===== config.mk =====
export PLATFORM = sky130hd
export DESIGN_NAME = fifo_rd_unpack_flat
export DESIGN_NICKNAME = d
export VERILOG_FILES = /design/src/rtl/fifo_rd_unpack_if.sv /design/src/rtl/fifo_rd_unpack.sv /design/src/flat_wrapper.sv
export SDC_FILE = /design/constraint.sdc
export NUM_CORES = 1
export LEC_CHECK = 0
export ABC_AREA = 0
export ABC_CLOCK_PERIOD_IN_PS = 2200
export BUFFER_PORTS_ARGS = -buffer_cell sky130_fd_sc_hd__clkbuf_2
export CAP_MARGIN = 10
export CORE_ASPECT_RATIO = 1.4
export CORE_MARGIN = 1.5
export CORE_UTILIZATION = 53
export CTS_CLUSTER_DIAMETER = 40
export DETAILED_ROUTE_END_ITERATION = 16
export HOLD_SLACK_MARGIN = 0.1
export PLACE_DENSITY = 0.79
export SKIP_LAST_GASP = 1
export SLEW_MARGIN = 15
export SYNTH_ARGS = -nofsm -noshare
export SYNTH_HDL_FRONTEND = slang
export SYNTH_SLANG_ARGS = --single-unit

===== constraint.sdc =====
create_clock -name rd_clk -period 2.2 [get_ports rd_clk]
set_input_delay 0.33 -clock rd_clk [delete_from_list [all_inputs] [get_ports rd_clk]]
set_output_delay 0.33 -clock rd_clk [all_outputs]
set_load 0.02 [all_outputs]

===== src/rtl/fifo_rd_unpack_if.sv =====
// fifo_rd_unpack_if: FIFO read port and byte stream bundle of the read-side unpacker
interface fifo_rd_unpack_if #(
  parameter int DATA_W = 64,
  parameter int BYTE_W = 8,
  parameter int CNT_W  = 16
);
  logic              fifo_empty;
  logic [DATA_W-1:0] fifo_dout;
  logic              fifo_vld;
  logic              fifo_rd_en;
  logic [BYTE_W-1:0] byte_out;
  logic              byte_vld;
  logic              byte_rdy;
  logic              busy;
  logic [CNT_W-1:0]  word_cnt;
  logic              err_stray;
  modport slave (
    input  fifo_empty, fifo_dout, fifo_vld, byte_rdy,
    output fifo_rd_en, byte_out, byte_vld, busy, word_cnt, err_stray
  );
  modport master (
    output fifo_empty, fifo_dout, fifo_vld, byte_rdy,
    input  fifo_rd_en, byte_out, byte_vld, busy, word_cnt, err_stray
  );
endinterface


===== src/rtl/fifo_rd_unpack.sv =====
// fifo_rd_unpack: reads one FIFO word at a time and serialises it as a valid/ready byte stream
module fifo_rd_unpack #(
  parameter int DATA_W    = 64,
  parameter int BYTE_W    = 8,
  parameter int MSB_FIRST = 1,
  parameter int CNT_W     = 16
) (
  input logic            rd_clk,
  input logic            rst_n,
  fifo_rd_unpack_if.slave bus
);
  localparam int N     = DATA_W / BYTE_W;
  localparam int IDX_W = $clog2(N);
  localparam logic [IDX_W-1:0] LAST = IDX_W'(N - 1);
  typedef enum logic [1:0] {IDLE, WAIT, SEND} state_t;
  state_t            state;
  logic [DATA_W-1:0] sh;
  logic [DATA_W-1:0] sh_nxt;
  logic [IDX_W-1:0]  idx;
  function automatic logic [BYTE_W-1:0] head(input logic [DATA_W-1:0] w);
    return (MSB_FIRST != 0) ? w[DATA_W-1 -: BYTE_W] : w[BYTE_W-1:0];
  endfunction
  // word with the byte just sent shifted out, so the next byte is always at the head
  always_comb sh_nxt = (MSB_FIRST != 0) ? sh << BYTE_W : sh >> BYTE_W;
  // read/serialise FSM; the FIFO is re-read straight from the last byte to skip an idle cycle
  always_ff @(posedge rd_clk or negedge rst_n) begin
    if (!rst_n) begin
      state          <= IDLE;
      sh             <= '0;
      idx            <= '0;
      bus.fifo_rd_en <= 1'b0;
      bus.byte_out   <= '0;
      bus.byte_vld   <= 1'b0;
      bus.busy       <= 1'b0;
      bus.word_cnt   <= '0;
      bus.err_stray  <= 1'b0;
    end else begin
      bus.fifo_rd_en <= 1'b0;
      if (bus.fifo_vld && state != WAIT) bus.err_stray <= 1'b1;
      case (state)
        IDLE: if (!bus.fifo_empty) begin
          bus.fifo_rd_en <= 1'b1;
          bus.busy       <= 1'b1;
          state          <= WAIT;
        end
        WAIT: if (bus.fifo_vld) begin
          sh           <= bus.fifo_dout;
          idx          <= '0;
          bus.byte_out <= head(bus.fifo_dout);
          bus.byte_vld <= 1'b1;
          state        <= SEND;
        end
        SEND: if (bus.byte_rdy) begin
          if (idx != LAST) begin
            idx          <= idx + 1'b1;
            sh           <= sh_nxt;
            bus.byte_out <= head(sh_nxt);
          end else begin
            bus.word_cnt <= bus.word_cnt + 1'b1;
            bus.byte_vld <= 1'b0;
            if (!bus.fifo_empty) begin
              bus.fifo_rd_en <= 1'b1;
              state          <= WAIT;
            end else begin
              bus.busy <= 1'b0;
              state    <= IDLE;
            end
          end
        end
        default: state <= IDLE;
      endcase
    end
  end
endmodule


===== src/flat_wrapper.sv =====
// flat-port wrapper written by rule: the top's interface ports become plain ports
module fifo_rd_unpack_flat 
#(
  parameter int DATA_W    = 64,
  parameter int BYTE_W    = 8,
  parameter int MSB_FIRST = 1,
  parameter int CNT_W     = 16
)
  (rd_clk, rst_n, bus_fifo_empty, bus_fifo_dout, bus_fifo_vld, bus_byte_rdy, bus_fifo_rd_en, bus_byte_out, bus_byte_vld, bus_busy, bus_word_cnt, bus_err_stray);
  fifo_rd_unpack_if #(.DATA_W(DATA_W), .BYTE_W(BYTE_W), .CNT_W(CNT_W)) bus_i ();
  input logic rd_clk;
  input logic rst_n;
  input wire logic [$bits(bus_i.fifo_empty)-1:0] bus_fifo_empty;
  input wire logic [$bits(bus_i.fifo_dout)-1:0] bus_fifo_dout;
  input wire logic [$bits(bus_i.fifo_vld)-1:0] bus_fifo_vld;
  input wire logic [$bits(bus_i.byte_rdy)-1:0] bus_byte_rdy;
  output wire logic [$bits(bus_i.fifo_rd_en)-1:0] bus_fifo_rd_en;
  output wire logic [$bits(bus_i.byte_out)-1:0] bus_byte_out;
  output wire logic [$bits(bus_i.byte_vld)-1:0] bus_byte_vld;
  output wire logic [$bits(bus_i.busy)-1:0] bus_busy;
  output wire logic [$bits(bus_i.word_cnt)-1:0] bus_word_cnt;
  output wire logic [$bits(bus_i.err_stray)-1:0] bus_err_stray;
  assign bus_i.fifo_empty = bus_fifo_empty;
  assign bus_i.fifo_dout = bus_fifo_dout;
  assign bus_i.fifo_vld = bus_fifo_vld;
  assign bus_i.byte_rdy = bus_byte_rdy;
  assign bus_fifo_rd_en = bus_i.fifo_rd_en;
  assign bus_byte_out = bus_i.byte_out;
  assign bus_byte_vld = bus_i.byte_vld;
  assign bus_busy = bus_i.busy;
  assign bus_word_cnt = bus_i.word_cnt;
  assign bus_err_stray = bus_i.err_stray;
  fifo_rd_unpack #(.DATA_W(DATA_W), .BYTE_W(BYTE_W), .MSB_FIRST(MSB_FIRST), .CNT_W(CNT_W)) u_core (.rd_clk(rd_clk), .rst_n(rst_n), .bus(bus_i));
endmodule

* After elaboration in Yosys (flattened, before gate mapping) *
Cells that the tools add are included.

word-level totals
  logic and storage cells = 62
  ROM bits = 0
  latch bits = 0
  bits in registers = 89
  input bits = 69
  output and inout port bits = 28
  RAM bits = 0
  memories = 0

cells by class
  div/mod/pow operators = 0
  bitwise gates (word level) = 1
  multiply operators = 0
  shift-type cells = 0
  $lt $le $gt $ge = 0
  multiplexer cells = 31
  reduce and logical (&&, ||, !) cells = 9
  equality and inequality tests = 10
  $add $sub $neg = 2

operator list
  cell                     number
  $mux W56                 3
  $pmux W56 S2             1
  $mux W8                  3
  $add A16 B1 Y16 const B  1
  $pmux W8 S2              1
  $reduce_and A4 Y1        3
  $mux W1                  11
  $ne A2 B2 Y1 const B     5
  $mux W3                  3
  $mux W2                  4
  $pmux W1 S2              3
  $pmux W2 S3              1
  $pmux W3 S2              1
  $reduce_and A5 Y1        1
  $ne A2 B1 Y1 const B     2
  $reduce_bool A2 Y1       2
  $add A3 B1 Y3 const B    1
  $ne A3 B3 Y1 const B     1
  $reduce_and A3 Y1        1
  $eq A2 B1 Y1 const B     1
  $eq A2 B2 Y1 const B     1
  $logic_not A2 Y1         1
  $logic_and A1 B1 Y1      1
  $not A1 Y1               1

* Longest topological paths before layout *
  depth in word-level cells = 4
  gate-level depth with buffers = 8
  depth with buffers taken out = 6

* Worst setup path after synthesis *
OpenSTA, ideal clock, no wires.

  kind = register to register
  start point = register u_core.idx[0]
  end point = register u_core.bus.word_cnt[11]
  data required time = 2070 ps
  arrival = 1526 ps
  buffers on the path = 0
  setup time = 130 ps
  clock period less this slack = 1657 ps
  path slack = 543 ps
  stages on the path, launching flop included = 7
  cell sequence = dfrtp_1 -> ha_1 -> ha_1 -> nand4b_4 -> nor4_1 -> nand3_1 -> xnor2_1

on the way
  word-level cells in the longest chain between the ends = 3

RTL lines
  item                                line                     RTL
  start, declared                     fifo_rd_unpack.sv:19     logic [IDX_W-1:0] idx;
  start signal, assigned              fifo_rd_unpack.sv:55     idx <= idx + 1'b1;
  $ne A3 B3 Y1                        fifo_rd_unpack.sv:54     if (idx != LAST) begin
  $not A1 Y1 (no source line)         -
  $reduce_and A3 Y1 (no source line)  -
  end signal, assigned                fifo_rd_unpack.sv:59     bus.word_cnt <= bus.word_cnt + 1'b1;
  end, declared                       fifo_rd_unpack_if.sv:19  output fifo_rd_en, byte_out, byte_vld, busy, word_cnt, err_stray

Every way passes these cells.
A chain may end at the register's enable or synchronous reset.

* Worst setup path after layout *
Same ends and word-level chain as after synthesis.

==> results.json <==
{
  "synth.yosys.warnings": 0,
  "detailroute.via_count": 2856,
  "critical_path_class": "reg -> reg",
  "antennaDiodeCount": 0,
  "min_period_over_period_pct": 87.8,
  "areaGrowthSynthToFinish_pct": 18.3,
  "cp_max_fo": 8,
  "timing.critical_path.from_type": "register",
  "multiInputGateArea_mm2": 0.00162,
  "slew_headroom_pct": 66.1,
  "maxCapViolCount": 0,
  "initial_utilization_pct": 54.4,
  "pin_count_of_the_biggest_net_entering_global_routing": 75,
  "overall_global_routing_resource_usage_pct": 20.0,
  "total_core_area_mm2": 0.00731,
  "slowest_stage": "sky130_fd_sc_hd__nor4_1",
  "fp.dieW_um": 76.2,
  "insertion_delay_ps": 350,
  "drt_first_iter_violations": 172,
  "finalWirelength_um": 7400,
  "ctsRootBufferMaster": "sky130_fd_sc_hd__clkbuf_8",
  "setup_total_negative_slack_ps": 0,
  "fp.dieArea_mm2": 0.00805,
  "finalCriticalPeriod_ps": 1930,
  "total_congestion_overflow": 0,
  "synth_top_area_share_pct": 56.0,
  "drt-wirelength-per-cell_um": 13.4,
  "outcome": "completed",
  "postPlaceCellArea_mm2": 0.00454,
  "number_of_max_slew_violations_in_the_final_report": 0,
  "critical_path.most_common_cell": "sky130_fd_sc_hd__ha_1",
  "final_standard_cell_utilization_of_the_core_pct": 64.4,
  "cts_tree": "done",
  "vias_per_cell": 5.16,
  "cts_num_sinks": 89,
  "grt_setup_unrepaired": "no",
  "min-delay-path-class": "in -> reg",
  "number_of_buffers_on_the_longest_clock_path": 2,
  "gpl_wtd_cong": 0.737,
  "syn_area_per_cell_um2": 11.1,
  "placementRows": 37,
  "floorplan.die.height_um": 106,
  "final-seq-area_mm2": 0.00223,
  "hold_viol_final": 0,
  "cp-end-kind": "register",
  "postLayoutCellArea_mm2": 0.00471,
  "clk_pin_slew_worst_paths_ps": 80,
  "ys_seq_elements": 89,
  "antenna_found_initial": 0,
  "synth_sequential_area_ratio_pct": 56.0,
  "mappedNetlistArea_mm2": 0.00398,
  "p_per_area_mw_per_mm2": 1140,
  "drt-pass1-iter-count": 4,
  "fmaxAchievable_ghz": 0.517,
  "critical_path_required_ps": 2440,
  "worstMarginPinSlew_ps": 504,
  "first_global_vias": 2838,
  "finalSetupViolCount": 0,
  "drive_above_1_share_pct": 26.1,
  "layout.cells.most_common": "sky130_fd_sc_hd__clkbuf_2",
  "port_buffers": 96,
  "worst_vdd_ir_mv": 0.628,
  "worst_clock_skew_ps": 7.54,
  "finalHoldWorstSlack_ps": 201,
  "syn_inst": 360,
  "timing.critical_path.slowest_cell_delay_ps": 530,
  "clock_tree.htree_level_count": 3,
  "layout.nets": 524,
  "mappedNetlistNets": 432,
  "cts.repair.resized": 0,
  "io_pins": 97,
  "yosysUniqueCellTypes": 31,
  "fillers": 636,
  "dpl.hpwl_um": 5250,
  "drc": 0,
  "p_leak_nw": 2.32,
  "grt_pass1_wl_um": 12800,
  "cts-buffers-inserted": 9,
  "post_route_ant_nets": 0,
  "synth_top_area_cell": "sky130_fd_sc_hd__dfrtp_1",
  "worst-endpoint-arrival_ps": 2170,
  "yosys-top-cells-area": "sky130_fd_sc_hd__dfrtp_1 (56%), sky130_fd_sc_hd__mux2i_1 (14%), sky130_fd_sc_hd__o21ai_0 (6.5%)",
  "layout_common_cells": "sky130_fd_sc_hd__clkbuf_2 (95), sky130_fd_sc_hd__dfrtp_1 (89), sky130_fd_sc_hd__nand2_1 (68), sky130_fd_sc_hd__mux2i_1 (56), sky130_fd_sc_hd__o21ai_0 (52)",
  "cells_along_the_critical_path": "ha_1 > ha_1 > nand4b_4 > nor4_1 > nand3_1 > xnor2_1"
}
-- worst max-delay path, delay by kind of cell (launching register included) --
kind                       cells  cell delay (ps)
DFF                            1              380
and+or+nand+nor                3              890
adders and majority gates      2              410
xor gates and xnor gates       1              150
-- power breakdown --
group | internal [mW] | total, mW | switching [mW] | leakage [nW]
sequential | 2.22 | 2.56 | 0.335 | 1.13
clock | 0.428 | 0.955 | 0.527 | 0.0887
combinational | 0.808 | 1.83 | 1.03 | 1.10
total | 3.46 | 5.35 | 1.89 | 2.32
-- metrics by stage --
stage          power [mW]  cells  setup WS (ps)
2_1_floorplan        4.00    360            543
3_3_place_gp         4.34    537            324
3_5_place_dp         4.45    537            264
4_1_cts              5.40    553            249
5_1_grt              5.76    553           87.2
6_report             5.35    553            267
-- timing repair --
item,in CTS,in global routing
endpoints found under the hold margin,38,0
buffers inserted,0,0
hold buffers,1,0
-- Yosys cell counts, drive strengths merged --
cell type and n:
a22o 8, nor2b 2, o32ai 1, a31oi 1, nand2 68, nand2b 3, o21ai 60, mux2i 56
nor3 3, nand4 4, dfrtp 89, and3 2, a21o 3, a21boi 1, a21oi 2, xor2 4
and3b 1, nand3 8, nor4 2, xnor2 11, nand4b 1, ha 3, clkbuf 7, buf 14
nor2 3, inv 3
-- final cells by class --
| class | count | area share (%) |
|---|---|---|
| repair buffers | 102 | 12.1 |
| clock buffers | 11 | 3.00 |
| well taps | 97 | 2.58 |
| inverters | 3 | 0.239 |
| clock inverters | 4 | 0.425 |
| multi-input cells | 247 | 34.4 |
| flip-flops and latches | 89 | 47.3 |
-- registers in the layout (all words and copies together), names as in the netlist --
signal,cells
u_core.bus.err_stray,1
u_core.bus.word_cnt,16
u_core.bus.busy,1
u_core.state,2
u_core.bus.byte_vld,1
u_core.bus.byte_out,8
u_core.bus.fifo_rd_en,1
u_core.sh,56
u_core.idx,3
-- layer usage --
layer | share of wire (%) | vias up | routed length (um) | GRT usage, %
li1 | - | 1427 | - | -
met1 | 45 | 1352 | 3340 | 25.2
met2 | 48 | 70 | 3540 | 32.6
met3 | 5.6 | 7 | 418 | 5.71
met4 | 1.4 | 0 | 104 | 7.94
met5 | 0 | - | 0 | 0
-- path summary, 6_finish.rpt --
path / to / cells past startpoint / slack [ps] / start
min: u_core.sh[5] / 2 / 200 / bus_fifo_dout[5]
min reg2reg: u_core.bus.err_stray / 1 / 460 / u_core.bus.err_stray
max: u_core.bus.word_cnt[11] / 6 / 270 / u_core.idx[0]
min in group asynchronous: u_core.bus.word_cnt[14] / 2 / 490 / rst_n
max reg2reg: u_core.bus.word_cnt[11] / 6 / 270 / u_core.idx[0]
max in group asynchronous: u_core.sh[48] / 3 / 1070 / rst_n
-- logic make-up after synthesis --
| family | Yosys count | synth area share (%) |
|---|---|---|
| AOI/OAI and AO/OA | 76 | 11.1 |
| xor gates and xnor gates | 15 | 3.30 |
| muxes | 56 | 14.1 |
| DFF | 89 | 56.0 |
| buffers and inverters | 24 | 3.55 |
| adders and majority gates | 3 | 0.943 |
| and+or+nand+nor | 97 | 11.1 |
No activity file was read; power rests on OpenSTA's default activity.
